## src/rtl/melay_seq_n.sv

```systemverilog
// melay_seq_n: N-stage Mealy launch/complete sequencer.
// Per-run skip mask, per-stage timeout, synchronous abort.
module melay_seq_n #(
  parameter int NUM_STAGES     = 3,
  parameter int TIMEOUT_CYCLES = 16,
  parameter int IDX_W          = 4
) (
  input  logic                  clk,
  input  logic                  reset,
  input  logic                  start,
  input  logic                  abort,
  input  logic [NUM_STAGES-1:0] stage_en,
  input  logic [NUM_STAGES-1:0] done_in,
  output logic [NUM_STAGES-1:0] start_out,
  output logic                  done,
  output logic                  busy,
  output logic                  error,
  output logic [IDX_W-1:0]      err_stage
);

  localparam logic [0:0] S_IDLE = 1'b0;
  localparam logic [0:0] S_WAIT = 1'b1;

  localparam int CNT_RAW = $clog2(TIMEOUT_CYCLES + 1);
  localparam int CNT_W   = (CNT_RAW < 1) ? 1 : CNT_RAW;
  localparam logic [CNT_W-1:0] CNT_LAST =
    (TIMEOUT_CYCLES > 0) ? CNT_W'(TIMEOUT_CYCLES - 1) : '1;

  logic [0:0]            state_q, state_d;
  logic [IDX_W-1:0]      idx_q, idx_d;
  logic [NUM_STAGES-1:0] mask_q, mask_d;
  logic [CNT_W-1:0]      cnt_q, cnt_d;
  logic [IDX_W-1:0]      es_q, es_d;

  logic [NUM_STAGES-1:0] so_c;
  logic                  done_c;
  logic                  err_c;
  logic [IDX_W:0]        nxt_start;
  logic [IDX_W:0]        nxt_wait;
  logic                  cur_done;

  // Lowest set bit of m at or above position from; MSB flags a hit.
  function automatic logic [IDX_W:0] find_next(
    input logic [NUM_STAGES-1:0] m,
    input int                    from
  );
    logic [IDX_W:0] r;
    r = '0;
    for (int i = NUM_STAGES - 1; i >= 0; i--) begin
      if (i >= from && m[i]) begin
        r = {1'b1, IDX_W'(i)};
      end
    end
    return r;
  endfunction

  // Next-state, pulse generation and counter update.
  always_comb begin
    state_d   = state_q;
    idx_d     = idx_q;
    mask_d    = mask_q;
    cnt_d     = cnt_q;
    es_d      = es_q;
    so_c      = '0;
    done_c    = 1'b0;
    err_c     = 1'b0;
    nxt_start = find_next(stage_en, 0);
    nxt_wait  = find_next(mask_q, int'(idx_q) + 1);
    cur_done  = |(done_in & (NUM_STAGES'(1) << idx_q));
    unique case (state_q)
      S_IDLE: begin
        if (start && !abort) begin
          mask_d = stage_en;
          es_d   = '0;
          if (nxt_start[IDX_W]) begin
            so_c    = NUM_STAGES'(1) << nxt_start[IDX_W-1:0];
            state_d = S_WAIT;
            idx_d   = nxt_start[IDX_W-1:0];
            cnt_d   = '0;
          end else begin
            done_c = 1'b1;
          end
        end
      end
      S_WAIT: begin
        if (abort) begin
          state_d = S_IDLE;
        end else if (cur_done) begin
          if (nxt_wait[IDX_W]) begin
            so_c  = NUM_STAGES'(1) << nxt_wait[IDX_W-1:0];
            idx_d = nxt_wait[IDX_W-1:0];
            cnt_d = '0;
          end else begin
            done_c  = 1'b1;
            state_d = S_IDLE;
          end
        end else if (TIMEOUT_CYCLES != 0 && cnt_q == CNT_LAST) begin
          err_c   = 1'b1;
          es_d    = idx_q;
          state_d = S_IDLE;
        end else if (cnt_q != '1) begin
          cnt_d = cnt_q + 1'b1;
        end
      end
      default: begin
        state_d = S_IDLE;
      end
    endcase
  end

  // State and bookkeeping registers.
  always_ff @(posedge clk or posedge reset) begin
    if (reset) begin
      state_q <= S_IDLE;
      idx_q   <= '0;
      mask_q  <= '0;
      cnt_q   <= '0;
      es_q    <= '0;
    end else begin
      state_q <= state_d;
      idx_q   <= idx_d;
      mask_q  <= mask_d;
      cnt_q   <= cnt_d;
      es_q    <= es_d;
    end
  end

  // Pulses are gated so they drop the moment reset rises.
  always_comb begin
    start_out = reset ? '0 : so_c;
    done      = done_c & ~reset;
    error     = err_c & ~reset;
  end

  assign busy      = (state_q == S_WAIT);
  assign err_stage = es_q;

endmodule

```

## config.mk

```make
export PLATFORM = sky130hd
export DESIGN_NAME = melay_seq_n
export DESIGN_NICKNAME = d
export VERILOG_FILES = /design/src/rtl/melay_seq_n.sv
export SDC_FILE = /design/constraint.sdc
export NUM_CORES = 1
export LEC_CHECK = 0
export CAP_MARGIN = 20
export CORE_MARGIN = 5
export CORE_UTILIZATION = 44
export DETAILED_ROUTE_END_ITERATION = 10
export PLACE_DENSITY = 0.73
export SETUP_SLACK_MARGIN = 0.05
export SYNTH_ARGS = -nofsm -noshare
export SYNTH_HDL_FRONTEND = slang
export SYNTH_SLANG_ARGS = --single-unit
export TNS_END_PERCENT = 100
```

## constraint.sdc

```tcl
create_clock -name clk -period 2.2 [get_ports clk]
set_input_delay 0.22 -clock clk [delete_from_list [all_inputs] [get_ports clk]]
set_output_delay 0.22 -clock clk [all_outputs]
set_load 0.005 [all_outputs]
```

==> results of run 1 <==
-- worst max path at each step --
stage / startpoint / endpoint / slack (ps)
global placement: done_in[0] / start_out[1] / -320
detailed placement: done_in[0] / start_out[1] / -380
finish: idx_q[1] / start_out[1] / 20
CTS: idx_q[1] / error / -130
global route: idx_q[1] / start_out[1] / -40
floorplan: cnt_q[0] / cnt_q[0] / 230
-- worst max-delay path, delay by kind of cell (launching register included) --
family / cells / cell delay, ps
flip-flops: 1 / 430
AND/OR/NAND/NOR: 2 / 570
AO/OA/AOI/OAI: 2 / 390
buffers and inverters: 2 / 270
-- power groups by stage --
stage               clock network [mW]  registers (mW)  logic (mW)
finish                           0.192           0.352       0.604
floorplan                            0           0.314       0.292
CTS                              0.191           0.349       0.525
global placement                     0           0.345       0.451
global route                     0.202           0.360       0.650
detailed placement                   0           0.348       0.467
-- cell type report --
cell class / instances / area, um2
fillers: 132 / 428
multi-input cells: 64 / 562
repair buffers: 46 / 385
clock buffers: 4 / 36.3
well taps: 25 / 31.3
flip-flops and latches: 12 / 303
inverters: 5 / 18.8
-- registers in the layout, indices dropped and copies added, names as in the netlist --
register and count:
cnt_q 5, err_stage 2, idx_q 2, mask_q 2
busy 1
-- routing by layer --
metal  vias to the layer above  global-route usage  wire length, um
met1                       418               0.239             1140
met3                         2              0.0526               63
met4                         0              0.0638               25
met2                        16               0.343             1290
met5                         -                   0                0
li1                        406                   -                -
-- timing repair --
item,in CTS,in global routing
endpoints found under the setup margin,5,7
pin swaps,3,8
setup buffers,2,4
resized for setup,15,21
-- logic make-up after synthesis --
| logic type | count (synthesis) | synth area share |
|---|---|---|
| other | 1 | 0.00449 |
| muxes | 7 | 0.0959 |
| buffers and inverters | 10 | 0.0660 |
| DFF | 12 | 0.360 |
| AOI/OAI and AO/OA | 22 | 0.225 |
| and+or+nand+nor | 30 | 0.204 |
| adders and majority gates | 3 | 0.0450 |
-- metrics by stage --
stage | std cells | total power [mW] | cell area [um2] | worst slack (ps)
floorplan | 86 | 0.605 | 838 | 230
global placement | 146 | 0.795 | 1180 | -318
detailed placement | 146 | 0.815 | 1180 | -385
CTS | 152 | 1.07 | 1260 | -125
global route | 156 | 1.21 | 1340 | -41.5
finish | 156 | 1.15 | 1340 | 22.2
-- layout by cell type, fill, tap and decap left out, types with 2 or more instances in the layout --
cell / instances
dfrtp_1: 10
o21ai_1: 2
a31oi_1: 2
ha_2: 2
clkdlybuf4s50_1: 12
nor3_1: 3
a21oi_2: 2
dfrtp_2: 2
a21o_1: 2
mux2_2: 4
nand2_1: 2
dlymetal6s2s_1: 2
buf_2: 2
inv_1: 4
nor2b_1: 2
conb_1: 2
clkbuf_4: 3
buf_4: 27
buf_6: 2
a22o_1: 2
nor2_1: 9
-- Yosys cell counts, types with 2 or more instances --
cell and instances:
a21o_1 2, a21oi_1 3, a22o_1 2, a31oi_1 2, a32o_1 2, and3_1 2
buf_2 2, buf_4 2, dfrtp_1 12, ha_1 3, inv_1 4, mux2_2 4
mux2i_1 2, nand2_1 2, nand2b_1 2, nor2_1 11, nor2b_1 2, nor3_1 3
o21ai_0 2
==> impl_metrics.toml, run 1 <==
[outcome]
status = "finished, final reports clean"

[die]
die_w_um = 53.6
die_h_um = 53.6
num_rows = 15
coreArea_um2 = 1760
initial_core_util = 0.473
design.die.area_um2 = 2870
ios = 20

[yosys]
synth.area.top_cells = "dfrtp_1 (36%), mux2_2 (5.4%), nor2_1 (4.9%), ha_1 (4.5%), a2111oi_4 (3.3%)"
avgSynthCellArea_um2 = 9.82
async_reset_ff_frac = 1.00
netlist_instances = 85
synth_edf_count = 0
netlist_area_um2 = 835
synthFlopType = "dfrtp_1"
synth_top_area_cell = "dfrtp_1"
yosysSeqAreaShare = 0.360
yosysWarnings = 0
ys_seq_elements = 12
synth_cell_types = 40
synth_top_area_frac = 0.360

[clocking]
clockBufferDepth = 2
cts_tree = "done"
cts_sinks = 12
root_buffer = "clkbuf_4"
h-tree-depth = 1
insertion_delay_ps = 290
cts_made_buffers = 3
ctsHoldBuffers = 0
clk_transition_reported_paths_ps = 90

[critical_path]
worstReg2RegEnd = "cnt_q[0]"
cpPeakStageDelay_ps = 430
r2r_cells = 7
crit_path_cell_trace = "buf_6 > a2111oi_4 > a211oi_2 > or3b_4 > nor3b_2 > buf_2"
cp-start-kind = "flop"
worst_setup_path_end_kind = "primary output"
r2r_start = "cnt_q[1]"
crit_required_ps = 1980
cp_slowest_cell = "dfrtp_2"
reg2reg_slack_ps = 90
path_max_fanout = 5
worstPathArrival_ps = 1960
worstSetupPathType = "flop to primary output"

[routing]
drc = 0
viasPerCell = 5.40
first_pass_iters = 4
drtIter0Drc = 13
avgRoutedWirePerCell_um = 16.1
wl_um = 2510
num_vias = 842
drtAntennaViolNets = 0

[power]
intPower_mw = 0.722
combPwrFrac = 0.526
switchingPower_mw = 0.427
power.density_nw_per_um2 = 859
irDropWorstVdd_mv = 0.516
clkPwrFrac = 0.168
p_sw_frac = 0.372
seq_power_share = 0.307
p_leak_nw = 0.650

[finish]
drive_gt1_frac = 0.489
final_nets = 145
area_growth_pct = 60.1
n_antenna_cell = 0
finish.utilization = 0.757

[timing]
tns_ps = 0
hold_viol = 0
clock_skew_ps = 1.97
setup_viol = 0
relSlewSlack = 0.650
post-route-period-util = 0.990
whs_ps = 248
rsz0062_at_grt = "true"
slew_violations = 0
fmax_ghz = 0.459
post-route-min-period_ps = 2180
max_slew.worst_pin.slew_ps = 521

[global_routing]
grt_overflow_total = 0
grt_pass1_vias = 889
antenna_found_initial = 0
grt_pass1_wl_um = 4080
grt_max_degree = 9
grt_usage = 0.199

[hold_path]
min_path_type = "primary input to async pin"

[run]
maxCapViolations = 0

[placement]
port-buffer-count = 17
dpl.hpwl_um = 1770
gp_congestion = 0.815
Power figures use the tool's default switching activity.
==> run 2, diff against run 1 <==
--- a/config.mk
+++ b/config.mk
@@ -5,12 +5,15 @@
 export SDC_FILE = /design/constraint.sdc
 export NUM_CORES = 1
 export LEC_CHECK = 0
+export ABC_AREA = 1
 export CAP_MARGIN = 20
 export CORE_MARGIN = 5
 export CORE_UTILIZATION = 44
+export CTS_BUF_LIST = sky130_fd_sc_hd__clkbuf_2 sky130_fd_sc_hd__clkbuf_4 sky130_fd_sc_hd__clkbuf_8
 export DETAILED_ROUTE_END_ITERATION = 10
-export PLACE_DENSITY = 0.73
+export PLACE_DENSITY = 0.72
 export SETUP_SLACK_MARGIN = 0.05
+export SKIP_LAST_GASP = 1
 export SYNTH_ARGS = -nofsm -noshare
 export SYNTH_HDL_FRONTEND = slang
 export SYNTH_SLANG_ARGS = --single-unit
==> impl_metrics.toml, run 2 <==
[timing]
fmax_ghz = 0.477
whs_ps = 366
clock_skew_ps = 0.846
slew_violations = 0
post-route-period-util = 0.954
hold_viol = 0
post-route-min-period_ps = 2100
rsz0062_at_grt = "false"
tns_ps = 0
setup_viol = 0

[critical_path]
r2r_cells = 10
path_max_fanout = 4
cp_slowest_cell = "clkdlybuf4s50_1"
reg2reg_slack_ps = 410
cpPeakStageDelay_ps = 490
worstPathArrival_ps = 1880
worst_setup_path_end_kind = "primary output"
crit_required_ps = 1980
crit_path_cell_trace = "nor2_4 > nand2_2 > nand3_4 > nand2_2 > o22ai_2 > and2_1 > clkdlybuf4s50_1"
worstReg2RegEnd = "cnt_q[1]"
crit_path_frequent_cell = "nand2_2"
worstSetupPathType = "flop to primary output"
cp-start-kind = "flop"
r2r_start = "cnt_q[0]"

[routing]
avgRoutedWirePerCell_um = 11.8
drtIter0Drc = 19
viasPerCell = 5.02
num_vias = 894
drtAntennaViolNets = 0
drc = 0
first_pass_iters = 4
wl_um = 2110

[die]
design.die.area_um2 = 3060
num_rows = 16
coreArea_um2 = 1960
initial_core_util = 0.461
ios = 20
die_h_um = 55.3
die_w_um = 55.3

[yosys]
avgSynthCellArea_um2 = 7.54
yosysMostFrequentCell = "nand2_1"
synthFlopType = "dfrtp_1"
synthTopCellsByCount = "nand2_1 (32), nand3_1 (15), dfrtp_1 (12), inv_1 (12), nor2_1 (10)"
synth_edf_count = 0
synth_top_area_frac = 0.332
netlist_area_um2 = 905
ys_seq_elements = 12
synth.area.top_cells = "dfrtp_1 (33%), nand2_1 (13%), nand3_1 (8.3%), inv_1 (5.0%), ha_1 (4.1%)"
yosysSeqAreaShare = 0.332
synth_top_area_cell = "dfrtp_1"
async_reset_ff_frac = 1.00
yosysWarnings = 0
synth_cell_types = 27
netlist_instances = 120

[finish]
finish.utilization = 0.637
area_growth_pct = 38.2
mostFrequentLayoutCell = "nand2_1"
n_antenna_cell = 0
final_cell_mix = "nand2_1 (30), nand3_1 (15), clkdlybuf4s50_1 (14), inv_1 (11), buf_4 (11)"
largest_register = "cnt_q"
final_nets = 165
largest_register_ffs = 5
drive_gt1_frac = 0.291

[run]
maxCapViolations = 0

[clocking]
cts_made_buffers = 3
root_buffer = "clkbuf_4"
cts_tree = "done"
cts_sinks = 12
h-tree-depth = 1
clockBufferDepth = 2
insertion_delay_ps = 270
ctsHoldBuffers = 0
clk_transition_reported_paths_ps = 80

[global_routing]
antenna_found_initial = 0
grt_pass1_wl_um = 3590
grt_max_degree = 13
grt_usage = 0.141
grt_overflow_total = 0
grt_pass1_vias = 837

[placement]
dpl.hpwl_um = 1630
gp_congestion = 0.795
port-buffer-count = 17

[power]
power.density_nw_per_um2 = 613
irDropWorstVdd_mv = 0.291
p_leak_nw = 0.621

[hold_path]
min_path_type = "primary input to async pin"

[outcome]
status = "finished, final reports clean"
run 2: changes by cell type after synthesis, sizes merged, moves of 3 or more:
cell / previous run / this run
nand2: 2 / 36
nand3: 1 / 19
inv: 5 / 15
mux2: 5 / 0
buf: 5 / 2
nor2: 11 / 14
run 2: final cells by class:
| cell class | count | area, um2 |
|---|---|---|
| clock buffers | 4 | 36.3 |
| fillers | 185 | 712 |
| inverters | 15 | 58.8 |
| multi-input cells | 92 | 561 |
| flip-flops and latches | 12 | 304 |
| well taps | 27 | 33.8 |
| repair buffers | 28 | 256 |
run 2: worst max-delay path by stage:
stage / from / end / slack, ps
6_report: idx_q[1] / start_out[2] / 100
2_1_floorplan: cnt_q[0] / cnt_q[3] / 540
3_3_place_gp: abort / start_out[1] / 100
4_1_cts: idx_q[0] / start_out[2] / 50
5_1_grt: idx_q[1] / start_out[2] / 30
3_5_place_dp: abort / start_out[1] / 90
run 2: layer usage:
metal / up-vias / part of all wire / wire [um] / GRT usage
li1: 445 / - / - / -
met1: 429 / 0.45 / 946 / 0.176
met2: 16 / 0.50 / 1060 / 0.236
met3: 4 / 0.029 / 61 / 0.0233
met4: 0 / 0.017 / 36 / 0.0625
met5: - / 0 / 0 / 0
run 2: critical path: cells and delay by family, from the launching register on:
kind,cells,cell delay [ps]
simple gates,5,540
buf+inv,1,490
flops,1,450
compound gates,1,120
run 2: cell families after synthesis:
family | after synthesis | share of synthesized area
other | 1 | 0.00415
buffers and inverters | 17 | 0.0816
and+or+nand+nor | 77 | 0.455
AOI/OAI and AO/OA | 9 | 0.0761
DFF | 12 | 0.332
adders and majority gates | 3 | 0.0415
xor gates and xnor gates | 1 | 0.00968
run 2: stage by stage:
stage               total power [mW]  instance area [um2]  setup slack, ps  cells
finish                         0.766                 1250              102    178
CTS                            0.734                 1210             47.0    175
floorplan                      0.465                  908              538    121
global placement               0.530                 1130             96.4    167
global route                   0.812                 1250             25.9    178
detailed placement             0.536                 1130             92.8    167
run 2: repair_timing:
action                     CTS  global route
setup endpoints to repair    3             3
pin swaps                    2             4
gates cloned                 0             0
setup buffers                4             3
gates resized for setup      6             9
run 2: power by group:
| group | switching, mW | internal (mW) |
|---|---|---|
| sequential | 0.0315 | 0.247 |
| clock | 0.0794 | 0.101 |
| combinational | 0.180 | 0.128 |
